==> src/rtl/vx_mem_stage_ctrl.sv <==
// Memory stage: registers one warp instruction, drives the cache request,
// waits for load data and resolves per-thread branch outcomes.
module vx_mem_stage_ctrl #(
   parameter int NT   = 4,
   parameter int NW   = 8,
   parameter int DW   = 32,
   parameter int NW_W = (NW > 1) ? $clog2(NW) : 1
) (
   input  logic               clk,
   input  logic               reset,
   input  logic               in_valid,
   output logic               in_ready,
   input  logic [NT-1:0]      in_thread_mask,
   input  logic [NT*DW-1:0]   in_alu_result,
   input  logic [NT*DW-1:0]   in_rd2,
   input  logic [2:0]         in_mem_read,
   input  logic [2:0]         in_mem_write,
   input  logic [4:0]         in_rd,
   input  logic [1:0]         in_wb,
   input  logic [NW_W-1:0]    in_warp_num,
   input  logic [31:0]        in_PC_next,
   input  logic [31:0]        in_curr_PC,
   input  logic [31:0]        in_branch_offset,
   input  logic [2:0]         in_branch_type,
   output logic               creq_valid,
   input  logic               creq_ready,
   output logic [NT*DW-1:0]   creq_addr,
   output logic [NT*DW-1:0]   creq_data,
   output logic [NT-1:0]      creq_mask,
   output logic [2:0]         creq_mem_read,
   output logic [2:0]         creq_mem_write,
   input  logic               crsp_valid,
   input  logic [NT*DW-1:0]   crsp_data,
   output logic               out_valid,
   input  logic               out_ready,
   output logic [NT-1:0]      out_thread_mask,
   output logic [NT*DW-1:0]   out_alu_result,
   output logic [NT*DW-1:0]   out_mem_result,
   output logic [4:0]         out_rd,
   output logic [1:0]         out_wb,
   output logic [NW_W-1:0]    out_warp_num,
   output logic [31:0]        out_PC_next,
   output logic               out_branch_dir,
   output logic [31:0]        out_branch_dest,
   output logic [NT-1:0]      out_branch_taken_mask,
   output logic               out_branch_divergent,
   output logic               out_delay
);

   typedef enum logic [1:0] {IDLE, REQ, WAIT, DONE} state_t;

   state_t              r_state, w_nstate;
   logic [NT-1:0]       r_mask, r_taken;
   logic [NT*DW-1:0]    r_alu, r_rd2, r_mem;
   logic [2:0]          r_mread, r_mwrite;
   logic [4:0]          r_rd;
   logic [1:0]          r_wb;
   logic [NW_W-1:0]     r_warp;
   logic [31:0]         r_pcn, r_dest;
   logic                r_dir, r_div;

   logic                w_acc, w_is_mem, w_dir;
   logic [NT-1:0]       w_taken;

   assign w_is_mem = ((in_mem_read != 3'd7) || (in_mem_write != 3'd7))
                     && (|in_thread_mask);
   assign w_acc    = in_valid && in_ready;

   always_comb begin
      w_nstate   = r_state;
      in_ready   = 1'b0;
      creq_valid = 1'b0;
      out_valid  = 1'b0;
      case (r_state)
         IDLE: begin
            in_ready = 1'b1;
            if (in_valid) w_nstate = w_is_mem ? REQ : DONE;
         end
         REQ: begin
            creq_valid = 1'b1;
            if (creq_ready) w_nstate = (r_mread != 3'd7) ? WAIT : DONE;
         end
         WAIT: begin
            if (crsp_valid) w_nstate = DONE;
         end
         DONE: begin
            out_valid = 1'b1;
            if (out_ready) begin
               in_ready = 1'b1;
               if (in_valid) w_nstate = w_is_mem ? REQ : DONE;
               else          w_nstate = IDLE;
            end
         end
         default: w_nstate = IDLE;
      endcase
   end

   // Only active lanes are evaluated; dir follows the lowest active lane.
   always_comb begin
      w_taken = '0;
      w_dir   = 1'b0;
      for (int i = 0; i < NT; i++) begin
         if (in_thread_mask[i]) begin
            case (in_branch_type)
               3'd1:       w_taken[i] = (in_alu_result[i*DW +: DW] == '0);
               3'd2:       w_taken[i] = (in_alu_result[i*DW +: DW] != '0);
               3'd3, 3'd5: w_taken[i] = in_alu_result[i*DW + DW - 1];
               3'd4, 3'd6: w_taken[i] = !in_alu_result[i*DW + DW - 1];
               default:    w_taken[i] = 1'b0;
            endcase
         end
      end
      for (int i = NT - 1; i >= 0; i--) begin
         if (in_thread_mask[i]) w_dir = w_taken[i];
      end
   end

   always_ff @(posedge clk or posedge reset) begin
      if (reset) r_state <= IDLE;
      else       r_state <= w_nstate;
   end

   always_ff @(posedge clk or posedge reset) begin
      if (reset) begin
         r_mask   <= '0;
         r_taken  <= '0;
         r_alu    <= '0;
         r_rd2    <= '0;
         r_mem    <= '0;
         r_mread  <= '0;
         r_mwrite <= '0;
         r_rd     <= '0;
         r_wb     <= '0;
         r_warp   <= '0;
         r_pcn    <= '0;
         r_dest   <= '0;
         r_dir    <= 1'b0;
         r_div    <= 1'b0;
      end else if (w_acc) begin
         r_mask   <= in_thread_mask;
         r_taken  <= w_taken;
         r_alu    <= in_alu_result;
         r_rd2    <= in_rd2;
         r_mem    <= '0;
         r_mread  <= in_mem_read;
         r_mwrite <= in_mem_write;
         r_rd     <= in_rd;
         r_wb     <= in_wb;
         r_warp   <= in_warp_num;
         r_pcn    <= in_PC_next;
         r_dest   <= in_curr_PC + (in_branch_offset << 1);
         r_dir    <= w_dir;
         r_div    <= (w_taken != '0) && (w_taken != in_thread_mask);
      end else if (r_state == WAIT && crsp_valid) begin
         r_mem    <= crsp_data;
      end
   end

   assign creq_addr             = r_alu;
   assign creq_data             = r_rd2;
   assign creq_mask             = r_mask;
   assign creq_mem_read         = r_mread;
   assign creq_mem_write        = r_mwrite;
   assign out_thread_mask       = r_mask;
   assign out_alu_result        = r_alu;
   assign out_mem_result        = r_mem;
   assign out_rd                = r_rd;
   assign out_wb                = r_wb;
   assign out_warp_num          = r_warp;
   assign out_PC_next           = r_pcn;
   assign out_branch_dir        = r_dir;
   assign out_branch_dest       = r_dest;
   assign out_branch_taken_mask = r_taken;
   assign out_branch_divergent  = r_div;
   assign out_delay             = !in_ready;

endmodule

==> config.mk <==
export PLATFORM = sky130hd
export DESIGN_NAME = vx_mem_stage_ctrl
export DESIGN_NICKNAME = d
export VERILOG_FILES = /design/src/rtl/vx_mem_stage_ctrl.sv
export SDC_FILE = /design/constraint.sdc
export NUM_CORES = 1
export LEC_CHECK = 0
export CAP_MARGIN = 10
export CORE_AREA = 8 8 435 437
export CTS_CLUSTER_DIAMETER = 60
export DETAILED_ROUTE_END_ITERATION = 10
export DIE_AREA = 0 0 443 445
export PLACE_DENSITY_LB_ADDON = 0.3
export RECOVER_POWER = 100
export SKIP_LAST_GASP = 1
export SLEW_MARGIN = 20
export SYNTH_ARGS = -nofsm -noshare
export SYNTH_HDL_FRONTEND = slang
export SYNTH_SLANG_ARGS = --single-unit
==> constraint.sdc <==
create_clock -name clk -period 23.5 [get_ports clk]
set_clock_uncertainty 0.2 [all_clocks]
set_input_delay 5.875 -clock clk [delete_from_list [all_inputs] [get_ports clk]]
set_output_delay 5.875 -clock clk [all_outputs]
set_load 0.01 [all_outputs]
==> results.toml <==
[die]
die_area_um2 = 197100
floorplan.io_pins = 1119
die_h_um = 445
floorplan.rows = 157
placeableCoreArea_um2 = 182100
start_util = 0.1150
fp.dieW_um = 443

[final_layout]
nets = 3936
fillers = 20220
syn_to_final_growth_pct = 74.47
finish.cell_count_without_fillers = 5847
multi_input_area_um2 = 7531
leading_cell_types_in_the_layout_fill_and_taps_excluded = "sky130_fd_sc_hd__nand2_1, sky130_fd_sc_hd__dlygate4sd3_1, sky130_fd_sc_hd__clkdlybuf4s50_1, sky130_fd_sc_hd__dfrtp_1, sky130_fd_sc_hd__a21oi_1"
drive_gt1_frac = 0.04144
ff_latch_area_um2 = 11910
mostFrequentLayoutCell = "sky130_fd_sc_hd__nand2_1"

[setup_path]
worstPathMaxFanout = 90
worst_setup_path_start_kind = "input port"
worst-endpoint-arrival_ns = 15.27
element_type_at_the_critical_path_end = "asynchronous set/reset pin"
required_time_of_the_critical_path_ns = 24.03
timing.setup.critical_path_class = "in -> async"

[global_route]
first_global_vias = 21180
global_route.overflow_total = 0
grt_max_degree = 152
grt_antenna_before_repair = 30
grt_pass1_wl_um = 188100
gr-usage-all-layers = 0.1362

[synthesis]
syn-mean-instance-area_um2 = 8.617
post_synth_edffs = 0
synth-seq-cells = 476
synth_top_cell_by_area = "sky130_fd_sc_hd__dfrtp_1"
yosysTopAreaCellShare = 0.5686
ys_seq_area_frac = 0.5686
synth_fp_nets = 2975
synthDistinctLibCells = 55
async_flop_share = 1.000
synth.yosys.warnings = 0
synth_top_cells_by_area = "sky130_fd_sc_hd__dfrtp_1, sky130_fd_sc_hd__nand2_1, sky130_fd_sc_hd__buf_4"
syn_inst = 2431
synthesis.area_um2 = 20950
synth-main-ff-cell = "sky130_fd_sc_hd__dfrtp_1"

[power]
power.ir.vdd_worst_mv = 0.06814
cellPowerDensity_nw_per_um2 = 132.2
design_power_total_mw = 4.832
power.static_leakage_nw = 16.89

[sta]
finalWorstPathRequiredPeriod_ns = 14.73
timing.slew.headroom = -4.250
rsz0062_at_grt = "no"
period_utilization_post_route = 0.6268
timing_worst_slew_pin_value_ns = 7.875
final-max-slew-violation-count = 1115
final.setup.tns_ns = 0
report.final.setup_viol = 0
max_clock_freq_mhz = 67.89
hold_violations = 0

[detailed_routing]
detailedRoute.firstIterationViolations = 1218
detail-route-antenna-nets = 0
detail_route.wirelength_um = 140500
drt_pre_antenna_iters = 5
drt-wirelength-per-cell_um = 24.03
routed-via-count = 20720
detail_route.vias_per_cell = 3.543
route.detailed.drc = 0

[placed_design]
port-buffer-count = 1117
finalWeightedCongestion = 0.8702
post-dp-hpwl_um = 113500
dp_cells = 5698

[outcome]
result_of_the_run = "complete, but fails checks"
violations = "max-capacitance violations, max-slew violations"

[cts]
clk_latency_ns = 0.69
ctsResizeCount = 0
cts-hold-fix-buffers = 0
cts_made_buffers = 77
clk_pin_slew_ns = 0.06
cts_setup_buffers = 0
tritoncts = "built"
clk_path_buf_depth = 3
clock_sinks = 476
cts-root-buf = "sky130_fd_sc_hd__clkbuf_16"
htree_levels = 3

[min_path]
min_path_type = "reg -> reg"

[run]
maxCapViolCount = 15
worst max-delay path, stage by stage:
cell and delay (ns):
sky130_fd_sc_hd__dlygate4sd3_1 0.55, sky130_fd_sc_hd__clkinvlp_2 2.45, sky130_fd_sc_hd__clkbuf_1 2.55, sky130_fd_sc_hd__clkbuf_1 2.69
sky130_fd_sc_hd__buf_4 0.90
cell families (layout without fill, tap and decap cells):
kind of cell               count (synthesis)  after routing  synth area share
adders and majority gates                 35             35           0.02126
AOI/OAI and AO/OA                        272            272           0.07406
and+or+nand+nor                         1349           1349            0.2519
other                                      0             11                 0
muxes                                      1              1         0.0004778
buffers and inverters                    271           1291           0.07239
xor gates and xnor gates                  27             27           0.01129
DFF                                      476            476            0.5686
Yosys cell counts (3+ instances only):
library cell	count
sky130_fd_sc_hd__buf_2	3
sky130_fd_sc_hd__o21a_1	5
sky130_fd_sc_hd__a21oi_1	162
sky130_fd_sc_hd__a21o_1	11
sky130_fd_sc_hd__ha_1	34
sky130_fd_sc_hd__o22ai_1	3
sky130_fd_sc_hd__clkbuf_1	119
sky130_fd_sc_hd__o211ai_1	6
sky130_fd_sc_hd__xnor2_1	11
sky130_fd_sc_hd__a31oi_1	8
sky130_fd_sc_hd__nor4_1	35
sky130_fd_sc_hd__nand4_1	9
sky130_fd_sc_hd__nor2b_1	4
sky130_fd_sc_hd__buf_4	132
sky130_fd_sc_hd__xor2_1	16
sky130_fd_sc_hd__nand2_1	1247
sky130_fd_sc_hd__or3_1	3
sky130_fd_sc_hd__and3_1	5
sky130_fd_sc_hd__o21ai_0	44
sky130_fd_sc_hd__o221ai_1	6
sky130_fd_sc_hd__inv_1	17
sky130_fd_sc_hd__dfrtp_1	476
sky130_fd_sc_hd__nor2_1	19
sky130_fd_sc_hd__nand2b_1	3
sky130_fd_sc_hd__nand3_1	9
sky130_fd_sc_hd__o31ai_1	4
sky130_fd_sc_hd__or4_1	4
cell type report:
cell class              count  share of cell area
diodes                     11           0.0007531
clock buffers             100             0.05922
multi-input cells        1684              0.2060
repair buffers           1136              0.3088
flip-flops and latches    476              0.3259
clock inverters            38             0.01585
inverters                  17            0.001780
well taps                2385             0.08164
metal layers:
metal	track usage	routed length, um
met1	0.1549	53750
met2	0.2349	70210
met3	0.05429	13150
met4	0.04169	3377
met5	0	0
through the flow:
stage	worst slack (ns)	hold WS (ns)	utilization	instance area, um^2
4_1_cts	9.553	0.2753	0.2010	36610
6_report	8.770	0.2658	0.2007	36550
2_1_floorplan	4.146	0.3139	-	20950
5_1_grt	6.996	0.2849	0.2006	36540
3_3_place_gp	9.582	0.2603	0.1860	33860
3_5_place_dp	9.558	0.2608	0.1860	33860
path summary, 6_finish.rpt:
| kind | startpoint | end | slack [ns] | depth (start not counted) |
|---|---|---|---|---|
| setup / recovery | reset | creq_data[21] | 8.77 | 5 |
| hold / removal | creq_data[87] | creq_data[87] | 0.27 | 2 |
| setup reg to reg | r_state[0] | creq_data[99] | 13.99 | 8 |
| hold reg to reg | creq_data[87] | creq_data[87] | 0.27 | 2 |
| max in group clk | out_ready | creq_data[99] | 8.93 | 7 |
| min in group asynchronous | reset | creq_data[77] | 6.75 | 2 |
power breakdown:
| group | switching [mW] | internal, mW |
|---|---|---|
| registers | 0.312 | 1.19 |
| clock network | 0.488 | 0.750 |
| logic | 1.17 | 0.919 |
sequential cells by signal (all words and copies together), names as in the netlist:
signal                 cells
creq_addr                128
creq_data                128
out_mem_result           128
out_PC_next               32
out_branch_dest           32
out_rd                     5
creq_mask                  4
out_branch_taken_mask      4
creq_mem_read              3
creq_mem_write             3
out_warp_num               3
out_wb                     2
r_state                    2
out_branch_dir             1
out_branch_divergent       1
(Power assumes the default switching activity.)
